==> config.mk <==
export PLATFORM = sky130hd
export DESIGN_NAME = rhs_spi_responder
export DESIGN_NICKNAME = d
export VERILOG_FILES = /design/src/rtl/rhs_spi_responder.sv
export SDC_FILE = /design/constraint.sdc
export NUM_CORES = 1
export LEC_CHECK = 0
export BUFFER_PORTS_ARGS = -buffer_cell sky130_fd_sc_hd__buf_2
export CAP_MARGIN = 20
export CELL_PAD_IN_SITES_DETAIL_PLACEMENT = 1
export CELL_PAD_IN_SITES_GLOBAL_PLACEMENT = 2
export CORE_MARGIN = 2
export CORE_UTILIZATION = 36
export DETAILED_ROUTE_END_ITERATION = 12
export PLACE_DENSITY = 0.8
export SYNTH_ARGS = -nofsm -noshare
export SYNTH_HDL_FRONTEND = slang
export SYNTH_SLANG_ARGS = --single-unit
==> constraint.sdc <==
create_clock -name clk -period 2.3 [get_ports clk]
set_input_delay 0.575 -clock clk [delete_from_list [all_inputs] [get_ports clk]]
set_output_delay 0.575 -clock clk [all_outputs]
set_load 0.01 [all_outputs]
==> src/rtl/rhs_spi_responder.sv <==
// RHS2116-style SPI responder (mode 0). SCLK/MOSI/CS are oversampled on clk,
// 32-bit command frames are decoded, and responses come back on MISO two
// frames later through a two-stage response pipeline.
module rhs_spi_responder #(
   parameter int SYNC_STAGES = 2,
   parameter int NUM_REGS    = 8
) (
   input  logic        clk,
   input  logic        rst,
   input  logic        SCLK,
   input  logic        MOSI,
   input  logic        CS,
   output logic        MISO,
   output logic        frame_done,
   output logic        frame_err,
   output logic [31:0] last_cmd,
   output logic [15:0] frame_count
);

   localparam int AW = (NUM_REGS > 1) ? $clog2(NUM_REGS) : 1;
   localparam logic [8:0] NUM_REGS_W = 9'(NUM_REGS);

   logic [SYNC_STAGES-1:0] sclk_sync, mosi_sync, cs_sync;
   logic                   sclk_d, cs_d;
   logic                   sclk_s, mosi_s, cs_s;
   logic                   sclk_rise, sclk_fall, cs_rise, cs_fall;

   logic [15:0] reg_bank [NUM_REGS];
   logic [31:0] shift_in, shift_out;
   logic [31:0] stage1, stage2;
   logic [5:0]  bit_cnt;
   logic        in_frame;

   logic [7:0]  addr;
   logic        addr_ok;
   logic [15:0] rd_data;
   logic [5:0]  ch;
   logic [31:0] response;

   // Synchronizer chains plus one delay flop for edge detection.
   // Chains reset low so a CS already low at reset release never looks like a fall.
   always_ff @(posedge clk) begin
      if (rst) begin
         sclk_sync <= '0;
         mosi_sync <= '0;
         cs_sync   <= '0;
         sclk_d    <= 1'b0;
         cs_d      <= 1'b0;
      end else begin
         sclk_sync <= {sclk_sync[SYNC_STAGES-2:0], SCLK};
         mosi_sync <= {mosi_sync[SYNC_STAGES-2:0], MOSI};
         cs_sync   <= {cs_sync[SYNC_STAGES-2:0], CS};
         sclk_d    <= sclk_sync[SYNC_STAGES-1];
         cs_d      <= cs_sync[SYNC_STAGES-1];
      end
   end

   assign sclk_s    = sclk_sync[SYNC_STAGES-1];
   assign mosi_s    = mosi_sync[SYNC_STAGES-1];
   assign cs_s      = cs_sync[SYNC_STAGES-1];
   assign sclk_rise = sclk_s & ~sclk_d;
   assign sclk_fall = ~sclk_s & sclk_d;
   assign cs_rise   = cs_s & ~cs_d;
   assign cs_fall   = ~cs_s & cs_d;

   assign addr    = shift_in[23:16];
   assign addr_ok = {1'b0, addr} < NUM_REGS_W;
   assign rd_data = reg_bank[addr[AW-1:0]];
   assign ch      = shift_in[21:16];

   // Response for the command currently held in the shift-in register.
   always_comb begin
      response = 32'h0;
      case (shift_in[31:30])
         2'b00:   response = {2'b00, ch, 8'h00, ch, frame_count[9:0]};
         2'b01:   response = 32'h0;
         2'b10:   response = {16'hFFFF, shift_in[15:0]};
         default: response = addr_ok ? {16'h0000, rd_data} : 32'h0;
      endcase
   end

   // Frame sequencing, shifting, decode and response pipeline.
   // A CS rise takes priority over any SCLK edge seen in the same cycle.
   always_ff @(posedge clk) begin
      if (rst) begin
         MISO        <= 1'b0;
         frame_done  <= 1'b0;
         frame_err   <= 1'b0;
         last_cmd    <= 32'h0;
         frame_count <= 16'h0;
         shift_in    <= 32'h0;
         shift_out   <= 32'h0;
         stage1      <= 32'h0;
         stage2      <= 32'h0;
         bit_cnt     <= 6'd0;
         in_frame    <= 1'b0;
         for (int i = 0; i < NUM_REGS; i++) reg_bank[i] <= 16'h0;
      end else begin
         frame_done <= 1'b0;
         frame_err  <= 1'b0;
         if (cs_fall) begin
            in_frame  <= 1'b1;
            bit_cnt   <= 6'd0;
            shift_out <= stage2;
         end else if (in_frame && cs_rise) begin
            in_frame <= 1'b0;
            if (bit_cnt == 6'd32) begin
               stage2      <= stage1;
               stage1      <= response;
               last_cmd    <= shift_in;
               frame_count <= frame_count + 16'd1;
               frame_done  <= 1'b1;
               if (shift_in[31:30] == 2'b10 && addr_ok)
                  reg_bank[addr[AW-1:0]] <= shift_in[15:0];
            end else begin
               frame_err <= 1'b1;
            end
         end else if (in_frame) begin
            if (sclk_rise) begin
               shift_in <= {shift_in[30:0], mosi_s};
               if (bit_cnt != 6'd63) bit_cnt <= bit_cnt + 6'd1;
            end else if (sclk_fall && bit_cnt != 6'd0) begin
               shift_out <= {shift_out[30:0], 1'b0};
            end
         end
         MISO <= in_frame ? shift_out[31] : 1'b0;
      end
   end

endmodule
* Yosys cells after proc, flatten, opt, wreduce, memory -nomap -nowiden *
Memory sizes are Yosys's and may differ from the RTL's. A register that Yosys moved wholly into a read port is not among the register bits.
Index checks and enable logic that the tools add are counted.

operators by class
  reduce and logical (&&, ||, !) cells = 16
  $add $sub $neg = 2
  muxes and demuxes = 24
  equal/unequal tests = 6
  order comparisons = 1
  bitwise logic cells = 11

operators with widths
  operator               number
  $mux 32                5
  $pmux 32 s3            1
  $mux 16                2
  $add 16x1->16 const B  1
  $reduce_or 16->1       1
  $mux 1                 13
  $reduce_and 4->1       3
  $mux 3                 3
  $lt 8x4->1 const B     1
  $not 1->1              7
  $add 6x1->6 const B    1
  $eq 6x6->1 const B     1
  $ne 6x6->1 const B     1
  $reduce_bool 2->1      3
  $reduce_bool 6->1      1
  $and 1x1->1            4
  $reduce_or 2->1        2
  $logic_and 1x1->1      3
  $reduce_and 3->1       1
  $reduce_or 3->1        1
  $eq 2x1->1 const B     1
  $eq 2x2->1 const B     1
  $logic_not 2->1        1
  $ne 2x1->1 const B     1
  $ne 2x2->1 const B     1

word-level totals
  bits in registers = 194
  bits in writable memories = 128
  memories kept = 1

memory list
  name      depth  bits a word  rd ports  clocked after memory_dff  write ports  RTL line  source
  reg_bank  8      16           1         1                         8            28        logic [15:0] reg_bank [NUM_REGS];

* Logic depth before layout (Yosys ltp) *
  word-level depth = 10
  depth in mapped cells = 10
  mapped depth without buffers = 6

* Worst setup path after synthesis *
Ideal clock, no wire load.

  kind = register to register
  start = reg bit_cnt[0]
  end = mem reg_bank[0][0], enable pin
  stages on the path, launching flop included = 7
  path buffers = 0
  setup slack = -0.068 ns
  data required time = 1.966 ns
  data arrival time = 2.035 ns
  path through = dfxtp_1 inv_1 ha_1 nor4b_1 nand4_1 nor4_1 or2_2

RTL lines
  element                 RTL line  source
  from (decl)             31        logic [5:0] bit_cnt;
  from (signal assigned)  121       if (bit_cnt != 6'd63) bit_cnt <= bit_cnt + 6'd1;
  to (decl)               28

* Final worst setup path *
  start = reg bit_cnt[0]
  end = reg stage1[11]

between the ends
  cells in the longest elaborated chain, start to end = 2

RTL lines
  element                            RTL line  source
  $eq 6x6->1                         107       if (bit_cnt == 6'd32) begin
  $reduce_and 3->1 (no source line)  n/a
  to (signal assigned)               109       stage1 <= response;
  to (decl)                          30        logic [31:0] stage1, stage2;

No other way between the ends.
A chain may end at the register's enable or synchronous reset.

==> results_dict.tcl <==
set metrics [dict create \
    synthesis.area_sq_um 12700 \
    instances_no_fill 1752 \
    finalSetupViolations 0 \
    cts-root-buf "clkbuf_16" \
    antenna_cells 0 \
    portBuffers 55 \
    rr_startpoint "bit_cnt[0]" \
    drtAntennaViolNets 0 \
    synthTopCellsByCount "nand2_1, dfxtp_1, a21oi_1, and2_1, edfxtp_1" \
    drv_slew 0 \
    placed_cell_area_sq_um 14000 \
    num_rows 68 \
    critPathLaunchType "flop" \
    cts_hold_buf 0 \
    status "finished, final reports clean" \
    synthMuxAreaShare 0.0828 \
    num_vias 9134 \
    max-clock-path-buffers 3 \
    antenna_found_initial 1 \
    dr.pass1.iters 5 \
    ys_seq_area_frac 0.585 \
    yosys.area.top_type "edfxtp_1" \
    seq_power_share 0.518 \
    worstMarginPinSlew_ns 0.735 \
    die-area_sq_um 36800 \
    synth-adder-area-share 0.00296 \
    cts_tree "done" \
    p_clk_frac 0.458 \
    synthSimpleGateAreaFrac 0.193 \
    numClockSinks 307 \
    drv_cap 0 \
    drt-total-wl_um 33000 \
    area_growth_syn_to_layout_pct 18.8 \
    io_pins 56 \
    synth_edf_count 128 \
    cts_made_buffers 31 \
    core-area_sq_um 34600 \
    synthCells 1215 \
    clk_latency_ns 0.57 \
    synthXorXnorAreaFrac 0.00552 \
    first_iter_violations 455 \
    switching_share 0.207 \
    wl_per_cell_um 18.8 \
    viasPerCell 5.21 \
    ctsHtreeMaxLevel 1 \
    drc 0 \
    hold_viol 0 \
    dieHeight_um 192 \
    avgSynthCellArea_sq_um 10.5 \
    ys_warn_count 0 \
    ir_drop_mv 0.567 \
    timing.hold.ws_ns 0.255 \
    drive_gt1_frac 0.187 \
    crit_path_end_kind "flop" \
    synthDistinctLibCells 42 \
    cp_max_fo 16 \
    synth_ff_type "dfxtp_1" \
    grt_max_degree 99 \
    place_inst 1694 \
    die_w_um 192 \
    cp_data_arrival_time_ns 2.70 \
    fin_skew_ns 0.0150 \
    nets 1280 \
    ys_seq_elements 307 \
    pwr-share-comb 0.025 \
    synth_top_family_by_area "simple AND/OR/NAND/NOR gates" \
    required_ns 2.73 \
    yosysMostFrequentCell "nand2_1" \
    hold_path_class "input port to flop" \
    dp_hpwl_um 23100 \
    synthTopCellsByArea "edfxtp_1, dfxtp_1, nand2_1" \
    finalCritPeriodShare 0.989 \
    start_util 0.367 \
    grt_usage 0.184 \
    startpoint "bit_cnt[0]" \
    p_switching_mw 2.34 \
    fmax_mhz 440 \
    grt_overflow 0 \
    synth_compound_area_frac 0.0956 \
    grt_pass1_vias 9476 \
    synth.top_cell.area_share 0.303 \
    p_int_mw 8.95 \
    setup_tns_ns 0 \
    slew_headroom 0.509 \
    place.gp.congestion 0.764 \
    syn-num-nets 1223 \
    powerDensity_nw_per_um2 748 \
    min_from "SCLK" \
    fin_util 0.436 \
    rsz0062_at_grt "yes" \
    path_class "flop to flop" \
    path_clk_slew_ns 0.06 \
    async_flop_share 0 \
    fin_area_sq_um 15100 \
    grt_pass1_wl_um 53400 \
    leakage_nw 5.17 \
    post_cts_buffers 0 \
    min_period_ns 2.27 \
]
per-stage QoR:
stage	power (mW)	setup WS, ns
CTS	11.4	0.0151
detailed placement	6.24	-0.0416
global placement	6.22	0.0107
floorplan	6.10	-0.0509
global route	11.7	-0.0661
finish	11.3	0.0254
final timing paths:
kind	endpoint	slack, ns	cells after the start
setup / recovery	stage1[11]	0.03	8
hold / removal	sclk_sync[0]	0.26	2
hold reg to reg	MISO	0.44	2
setup reg to reg	stage1[11]	0.03	8
sequential cells by signal, summed over array words and instances (netlist names), 6 cells and up, named ones only:
signal and flops:
last_cmd 32, stage2 23, frame_count 16, stage1 23
bit_cnt 6, reg_bank 128, shift_out 32, shift_in 32
layer usage:
| layer | wire length [um] | global-route usage | vias to the layer above |
|---|---|---|---|
| met1 | 15500 | 0.252 | 4585 |
| met4 | 574 | 0.0385 | 0 |
| met3 | 1130 | 0.0239 | 42 |
| li1 | - | - | 4352 |
| met2 | 15700 | 0.311 | 155 |
| met5 | 0 | 0 | - |
cells in the final DEF, fill, tap and decap left out, drive strengths merged, types with 2 or more instances in the layout:
cell	synthesis	layout
or2	8	8
or3	14	14
and2	128	128
o21ai	7	7
a21oi	166	166
xor2	3	3
inv	8	9
nand3	9	9
o2111ai	3	3
nand3b	4	4
dfxtp	179	179
nor4	27	27
and3	2	2
and4	2	2
nand2	226	226
buf	11	132
nor3	3	3
bufinv	0	4
or4	7	7
clkinv	0	14
nor2	40	40
o31ai	4	4
nand2b	4	4
edfxtp	128	128
mux4	32	32
o22ai	16	16
a211oi	22	22
ha	3	3
mux2i	33	33
nand4	4	4
nor2b	13	13
clkbuf	97	39
xnor2	5	5
critical path, stage by stage (launching register included):
cell	delay, ns
dfxtp_1	0.32
inv_2	0.06
ha_1	0.15
or4b_4	0.50
or3_2	0.50
buf_12	0.18
buf_4	0.19
a21oi_1	0.15
o22ai_1	0.09
kinds of logic (layout without fill, tap and decap cells):
| group | count (synthesis) | after routing |
|---|---|---|
| AO/OA/AOI/OAI | 221 | 221 |
| AND/OR/NAND/NOR | 495 | 495 |
| multiplexers | 65 | 65 |
| adder cells (fa/ha/maj) | 3 | 3 |
| buffers and inverters | 116 | 198 |
| XOR/XNOR | 8 | 8 |
| flip-flops | 307 | 307 |
power by group through the flow:
| stage | clock network, mW | registers, mW | logic [mW] |
|---|---|---|---|
| after floorplan | 0 | 5.93 | 0.168 |
| after global placement | 0 | 5.95 | 0.270 |
| after detailed placement | 0 | 5.96 | 0.279 |
| after CTS | 5.28 | 5.84 | 0.281 |
| after global routing | 5.49 | 5.85 | 0.302 |
| final | 5.16 | 5.84 | 0.278 |
final cells by class:
cell class	count	area [sq um]
Clock buffer	39	846
Clock inverter	19	199
Fill cell	3779	19500
Inverter	8	30.0
Multi-Input combinational cell	792	4900
Sequential cell	307	7430
Tap cell	455	569
Timing Repair Buffer	132	1110
what timing repair did:
item                       4_1_cts  5_1_grt
pin swaps                        1        0
gates resized for setup          2        2
setup endpoints to repair       33       17
(Power assumes the default switching activity.)
